`src/rtl/decode_pkg.sv`:
```
// decode_pkg: shared operand-select encodings and instruction field positions for decode
package decode_pkg;
  localparam int RD_LSB = 7;
  localparam int RS1_LSB = 15;
  localparam int RS2_LSB = 20;
  localparam int ZIMM_LSB = 15;
  localparam int ZIMM_W = 5;
  typedef enum logic [1:0] {OP1_RS1, OP1_PC, OP1_ZERO, OP1_IMM_Z} op1_sel_e;
  typedef enum logic [2:0] {OP2_RS2, OP2_ITYPE, OP2_STYPE, OP2_SBTYPE, OP2_UTYPE, OP2_UJTYPE, OP2_ZERO, OP2_ZERO_ALT} op2_sel_e;
endpackage

```
`src/rtl/regfile_2r1w.sv`:
```
// regfile_2r1w: two combinational read ports, one synchronous write port, hard-zero x0
module regfile_2r1w #(
  parameter int XLEN = 32,
  parameter int NREGS = 32,
  localparam int AW = $clog2(NREGS)
) (
  input  logic            clk,
  input  logic            rst,
  input  logic [AW-1:0]   raddr1,
  input  logic [AW-1:0]   raddr2,
  output logic [XLEN-1:0] rdata1,
  output logic [XLEN-1:0] rdata2,
  input  logic            wen,
  input  logic [AW-1:0]   waddr,
  input  logic [XLEN-1:0] wdata
);
  logic [XLEN-1:0] regs [NREGS];
  // clear on reset, write any register but x0
  always_ff @(posedge clk or posedge rst)
    if (rst)
      for (int i = 0; i < NREGS; i++) regs[i] <= '0;
    else if (wen && waddr != '0)
      regs[waddr] <= wdata;
  assign rdata1 = raddr1 == '0 ? '0 : regs[raddr1];
  assign rdata2 = raddr2 == '0 ? '0 : regs[raddr2];
endmodule

```
`src/rtl/decode_stage.sv`:
```
// decode_stage: decode with regfile, forwarding, load-use stall and registered ID/EX handshake
module decode_stage
  import decode_pkg::*;
#(
  parameter int XLEN = 32,
  parameter int NREGS = 32,
  localparam int AW = $clog2(NREGS)
) (
  input  logic            clk,
  input  logic            rst,
  input  logic            in_valid,
  output logic            in_ready,
  input  logic [31:0]     in_inst,
  input  logic [XLEN-1:0] in_pc,
  input  logic [1:0]      op1_sel,
  input  logic [2:0]      op2_sel,
  input  logic            uses_rs1,
  input  logic            uses_rs2,
  input  logic            wb_en,
  input  logic [AW-1:0]   wb_addr,
  input  logic [XLEN-1:0] wb_data,
  input  logic            ex_wen,
  input  logic [AW-1:0]   ex_addr,
  input  logic            ex_is_load,
  input  logic [XLEN-1:0] ex_data,
  input  logic            mem_wen,
  input  logic [AW-1:0]   mem_addr,
  input  logic [XLEN-1:0] mem_data,
  input  logic            flush,
  output logic            out_valid,
  input  logic            out_ready,
  output logic [XLEN-1:0] out_op1,
  output logic [XLEN-1:0] out_op2,
  output logic [XLEN-1:0] out_rs2_data,
  output logic [AW-1:0]   out_rd,
  output logic [XLEN-1:0] out_pc,
  output logic [31:0]     out_inst
);
  typedef struct packed {
    logic [XLEN-1:0] op1;
    logic [XLEN-1:0] op2;
    logic [XLEN-1:0] rs2_data;
    logic [AW-1:0]   rd;
    logic [XLEN-1:0] pc;
    logic [31:0]     inst;
  } id_ex_t;
  logic [AW-1:0] rs1, rs2;
  logic [XLEN-1:0] rf_rd1, rf_rd2, rs1_val, rs2_val;
  logic [XLEN-1:0] imm_i, imm_s, imm_sb, imm_u, imm_uj, op1, op2;
  logic load_use, cap;
  id_ex_t q;
  assign rs1 = in_inst[RS1_LSB +: AW];
  assign rs2 = in_inst[RS2_LSB +: AW];
  regfile_2r1w #(.XLEN(XLEN), .NREGS(NREGS)) u_rf (
    .clk(clk), .rst(rst),
    .raddr1(rs1), .raddr2(rs2), .rdata1(rf_rd1), .rdata2(rf_rd2),
    .wen(wb_en), .waddr(wb_addr), .wdata(wb_data)
  );
  assign rs1_val = rs1 == '0 ? '0
                 : (ex_wen && ex_addr == rs1 && !ex_is_load) ? ex_data
                 : (mem_wen && mem_addr == rs1) ? mem_data
                 : (wb_en && wb_addr == rs1) ? wb_data
                 : rf_rd1;
  assign rs2_val = rs2 == '0 ? '0
                 : (ex_wen && ex_addr == rs2 && !ex_is_load) ? ex_data
                 : (mem_wen && mem_addr == rs2) ? mem_data
                 : (wb_en && wb_addr == rs2) ? wb_data
                 : rf_rd2;
  assign imm_i  = XLEN'($signed(in_inst[31:20]));
  assign imm_s  = XLEN'($signed({in_inst[31:25], in_inst[11:7]}));
  assign imm_sb = XLEN'($signed({in_inst[31], in_inst[7], in_inst[30:25], in_inst[11:8], 1'b0}));
  assign imm_u  = XLEN'($signed({in_inst[31:12], 12'b0}));
  assign imm_uj = XLEN'($signed({in_inst[31], in_inst[19:12], in_inst[20], in_inst[30:21], 1'b0}));
  assign op1 = op1_sel == OP1_RS1 ? rs1_val
             : op1_sel == OP1_PC ? in_pc
             : op1_sel == OP1_ZERO ? '0
             : XLEN'(in_inst[ZIMM_LSB +: ZIMM_W]);
  assign op2 = op2_sel == OP2_RS2 ? rs2_val
             : op2_sel == OP2_ITYPE ? imm_i
             : op2_sel == OP2_STYPE ? imm_s
             : op2_sel == OP2_SBTYPE ? imm_sb
             : op2_sel == OP2_UTYPE ? imm_u
             : op2_sel == OP2_UJTYPE ? imm_uj
             : '0;
  assign load_use = ex_wen && ex_is_load && ex_addr != '0 &&
                    ((uses_rs1 && rs1 == ex_addr) || (uses_rs2 && rs2 == ex_addr));
  assign in_ready = (!out_valid || out_ready) && !load_use;
  assign cap = in_valid && in_ready;
  // ID/EX boundary: flush kills, capture loads, consume without refill empties
  always_ff @(posedge clk or posedge rst)
    if (rst) begin
      out_valid <= 1'b0;
      q <= '0;
    end else begin
      out_valid <= flush ? 1'b0 : cap ? 1'b1 : out_ready ? 1'b0 : out_valid;
      if (cap) q <= '{op1: op1, op2: op2, rs2_data: rs2_val, rd: in_inst[RD_LSB +: AW], pc: in_pc, inst: in_inst};
    end
  assign out_op1 = q.op1;
  assign out_op2 = q.op2;
  assign out_rs2_data = q.rs2_data;
  assign out_rd = q.rd;
  assign out_pc = q.pc;
  assign out_inst = q.inst;
endmodule

```
`config.mk`:
```
export PLATFORM = sky130hd
export DESIGN_NAME = decode_stage
export DESIGN_NICKNAME = d
export VERILOG_FILES = /design/src/rtl/decode_pkg.sv /design/src/rtl/regfile_2r1w.sv /design/src/rtl/decode_stage.sv
export SDC_FILE = /design/constraint.sdc
export NUM_CORES = 2
export LEC_CHECK = 0
export CAP_MARGIN = 5
export CORE_MARGIN = 2
export CORE_UTILIZATION = 60
export CTS_BUF_LIST = sky130_fd_sc_hd__clkbuf_4
export CTS_CLUSTER_SIZE = 8
export DETAILED_ROUTE_END_ITERATION = 8
export PLACE_DENSITY = 0.8
export SKIP_LAST_GASP = 1
export SLEW_MARGIN = 10
export SYNTH_ARGS = -nofsm -noshare
export SYNTH_HDL_FRONTEND = slang
export SYNTH_HIERARCHICAL = 1
export SYNTH_SLANG_ARGS = --single-unit
```
`constraint.sdc`:
```
create_clock -name clk -period 112 [get_ports clk]
set_input_delay 22.4 -clock clk [delete_from_list [all_inputs] [get_ports clk]]
set_output_delay 22.4 -clock clk [all_outputs]
set_load 0.005 [all_outputs]
```
; Yosys cells after proc, flatten, opt, wreduce, memory -nomap -nowiden
; Index checks and enable logic that the tools add are counted.
[word_totals]
regBits = 1190
output_inout_bits = 167
word_cells = 119
[classes]
n_lt_le_gt_ge = 4
eq_ne = 15
n_mux = 29
bitwise_logic = 3
n_reduce_logical = 29
[op_table]
columns = operator, count
row1 = $bwmux 1024, 1
row2 = $mux 32, 21
row3 = $bmux 32 s5, 2
row4 = $demux 32 s5, 1
row5 = $eq 5x5->1, 8
row6 = $ge 6x6->1 const B, 3
row7 = $not 5->6, 3
row8 = $logic_and 1x1->1, 17
row9 = $logic_not 5->1, 2
row10 = $reduce_bool 5->1, 2
row11 = $eq 3x2->1 const B, 2
row12 = $eq 3x3->1 const B, 2
row13 = $lt 6x1->1 const B, 1
row14 = $mux 5, 1
row15 = $eq 3x1->1 const B, 1
row16 = $logic_not 1->1, 3
row17 = $logic_not 3->1, 1
row18 = $mux 1, 3
row19 = $reduce_bool 3->1, 1
row20 = $eq 2x1->1 const B, 1
row21 = $eq 2x2->1 const B, 1
row22 = $logic_not 2->1, 1
row23 = $logic_or 1x1->1, 2

; Depth between registers and ports, before layout
[logic_depth]
ltp_word = 9
mapped_depth = 13
depth_no_buf = 8

; Hierarchy
; The synthesis kept the hierarchy.
[by_module_without_submodules]
columns = module, n_inst, cells_per_inst, area_each_um2, seq_area_each_um2
row1 = regfile_2r1w, 1, 3692, 54732.5, 25624.6
row2 = decode_stage, 1, 1232, 9927.0, 4028.9

; Least setup slack after synthesis
; OpenSTA, ideal clock, no wires.
[synth_path]
path_type = input to output
start = in ex_addr[1]
end = out in_ready
arrival_ns = 23.332
setup_slack_ns = 66.268
cell_stages = 4
cell_sequence = or4_1 -> o211ai_2 -> inv_2 -> a21boi_0
[synth_via]
elab_chain_len = 6
[synth_rtl]
columns = element, line_no
row1 = "start, declared", decode_stage.sv:23  ; input logic [AW-1:0] ex_addr,
row2 = $eq 5x5->1, decode_stage.sv:86  ; ((uses_rs1 && rs1 == ex_addr) || (uses_rs2 && rs2 == ex_addr));
row3 = $logic_and 1x1->1, decode_stage.sv:86
row4 = $logic_or 1x1->1, decode_stage.sv:86
row5 = $logic_and 1x1->1 (*), decode_stage.sv:85  ; assign load_use = ex_wen && ex_is_load && ex_addr != '0 &&
row6 = $logic_not 1->1 (*), decode_stage.sv:87  ; assign in_ready = (!out_valid || out_ready) && !load_use;
row7 = $logic_and 1x1->1 (*), decode_stage.sv:87
row8 = "end, declared", decode_stage.sv:12  ; output logic in_ready,
; Mark *: on every way between the ends. The rest lies on a longest branch, timed or not.

; Worst setup path after layout
; Same ends and word-level chain as after synthesis.

==> qor.txt <==
initial antenna violation count = 15
non-filler instance count after layout = 6,795
IO Pins = 358
pwr dens = 16.73 mW/mm^2
final setup violation count = 0
1st-iter DRT viols = 6,333
syn avg cell area = 13.13 sq um
combinational power share = 22.9%
Clk pwr share = 30.2%
WL final = 224,200 microns
clk_lat worst skew = 1.25 ns
Setup CP Type = in2out
skew final = 0.09604 ns
DR vias/cell = 7.239
gr ovfl total = 0
Post-CTS Setup Inserts = 0
clk slew on worst S/H paths = 0.06 ns
HPWL after DPL = 136,300 microns
max cap viols = 0
Synth Net Count = 5,115
min Tclk post-route = 46.83 ns
CP startpoint kind = input port
Tot Pwr = 1.211 mW
Psw = 0.3630 mW
cell taking the most area after synthesis = dfrtp_1
Most used DFF post-synth = dfrtp_1
FF-to-FF path depth = 8
Sum Neg Setup Slack = 0 ns
crit path to = in_ready
HP Class = reg2reg
Routed WL per cell = 33.00 microns
clock tree buffer depth = 4
status = completed
period utilization = 41.81%
Placed Area = 0.06872 sq mm
worst r2r src = u_rf/regs[334]$_DFFE_PP0P_
routability cong. = 0.9599
cell at the root of the clock tree = clkbuf_4
CTS Buf Count = 322
via count = 49,190
WP buf/inv = 3
worst setup margin = 65.17 ns
crit path max fanout = 3
clk sink count = 1,185
Int Pwr = 0.8480 mW
Area contributors post-synth = dfrtp_1, mux2_2, mux4_2
share of layout cells above drive strength 1 = 39.83%
most common cell in the synthesized netlist = dfrtp_1
Overall Global Routing Usage = 40.44%
cts hold-fix bufs = 0
detailed-route DRC error count = 0
Async S/R FF share, synth = 100.0%
crit path launch = ex_addr[1]
final core utilization = 67.72%
H-tree level count = 5
placed cell count = 6,280
Place WS = 65.20 ns
Area growth syn-to-layout = 11.97%
Synth top area share = 45.86%
Lkg Pwr = 32.01 nW
Crit path required time = 89.60 ns
placement row count = 120
Final Hold Viols = 0
Core Area = 0.1069 sq mm
Sw Ratio = 29.98%
worst-case hold slack = 0.4003 ns
Die Ht = 332.3 microns
Syn Std Cell Area = 0.06466 sq mm
max-slew violations = 0
largest net degree at the start of global routing = 119
vias in the first global route = 50,180
reg-to-reg setup timing slack = 108.31 ns
Critical R2R Capture = out_rs2_data[14]$_DFFE_PP0P_
FMAX = 0.02135 GHz
RSZ-0062 raised after global routing = no
NumNets Final = 5,392
CP endpoint kind = output port
Initial Util = 60.48%
critical path's slowest cell = or4_1
sequential share of the synthesized area = 45.86%
Post-synth EDFFs = 0
Finished Cell Area = 0.07240 sq mm
die span in x = 332.3 microns
Seq pwr share = 46.9%
Synth top cells by count = dfrtp_1, mux2_2, mux4_2
Peak VDD IR = 0.000009495 V
drt first pass iters = 9
synthesized instance count = 4,924
die area = 0.1104 sq mm
max-slew headroom at the worst pin = 14.84%
Synth warnings = 6
Least-Margin Pin Slew = 1.268 ns
library cells used by synthesis = 73
Post-CTS Resized = 0
CP top delay family = buffers and inverters
CP max stage delay = 0.56 ns
Levels on crit path = 6
Most common cell on crit path = clkdlybuf4s50_1
# port buffers = 357
CTS tree = built
critical path data arrival time = 24.43 ns
critical-path cell list = clkdlybuf4s50_1, or4_1, o211ai_2, inv_2, a21boi_0, clkdlybuf4s50_1
Final ANT Viol Nets = 0
post-synthesis register bit count = 1,185
first-pass GRT wire length = 328,600 microns
-- power by group through the flow --
stage | sequential [mW] | clock (mW) | combinational [mW]
after floorplan | 0.553 | 0 | 0.193
after global placement | 0.565 | 0 | 0.262
after detailed placement | 0.571 | 0 | 0.270
after CTS | 0.563 | 0.370 | 0.271
after global routing | 0.575 | 0.394 | 0.292
final | 0.567 | 0.366 | 0.277
-- final cells by class --
cell class	instances	area, sq um
diodes	12	30.03
clock buffers	449	3371
clock inverters	54	264.0
fillers	7588	34500
inverters	9	46.29
multi-input cells	3191	32640
flip-flops and latches	1185	29650
well taps	1403	1755
repair buffers	492	4643
-- how the worst min path moves through the flow --
stage | endpoint | from | cells after the start
6_report | u_rf/regs[999]$_DFFE_PP0P_ | u_rf/regs[999]$_DFFE_PP0P_ | 0
5_1_grt | u_rf/regs[1016]$_DFFE_PP0P_ | u_rf/regs[1016]$_DFFE_PP0P_ | 0
4_1_cts | u_rf/regs[1001]$_DFFE_PP0P_ | u_rf/regs[1001]$_DFFE_PP0P_ | 0
3_5_place_dp | u_rf/regs[999]$_DFFE_PP0P_ | u_rf/regs[999]$_DFFE_PP0P_ | 0
3_3_place_gp | u_rf/regs[998]$_DFFE_PP0P_ | u_rf/regs[998]$_DFFE_PP0P_ | 0
2_1_floorplan | u_rf/regs[1000]$_DFFE_PP0P_ | u_rf/regs[1000]$_DFFE_PP0P_ | 1
-- placed cells by master (no fill, tap or decap), types with 55 or more instances in the layout --
cell             instances
nor2_1                 118
o21ai_0                 77
clkdlybuf4s50_1        348
mux4_2                 397
clkbuf_4               449
mux2_2                1042
nor3_1                  55
dfrtp_1               1185
buf_4                  132
mux2i_1                317
a21oi_1                 73
nand2_1                357
a22oi_1                 81
-- state kept, by name (all words and copies together), names as in the netlist --
name	count
u_rf/regs	1024
out_op1	32
out_op2	32
out_pc	32
out_rs2_data	32
out_inst	28
out_rd	4
out_valid	1
-- per-layer routing --
metal  up-vias  global-route usage, %  share of wire [%]
met3      1068                  15.44                 14
met1     24850                  49.72                 34
met2      3973                  58.77                 44
li1      19300                      -                  -
met4         4                  28.85                8.0
met5         -                      0              0.012
-- worst register-to-register path: cells and delay by family (launching register included) --
family | cells | cell delay, ns
flops | 1 | 0.39
simple gates | 2 | 1.12
compound gates | 4 | 1.57
mux | 2 | 0.52
-- logic make-up (layout without fill, tap and decap cells) --
logic type	count (synthesis)	after routing	synth area share, %
simple gates	842	842	6.070
compound gates	566	566	6.633
other cells	0	12	0
flops	1185	1185	45.86
mux	1756	1756	36.88
xor+xnor	27	27	0.3657
buf+inv	548	1004	4.187
Note: power is estimated with default switching activity, not from simulation.
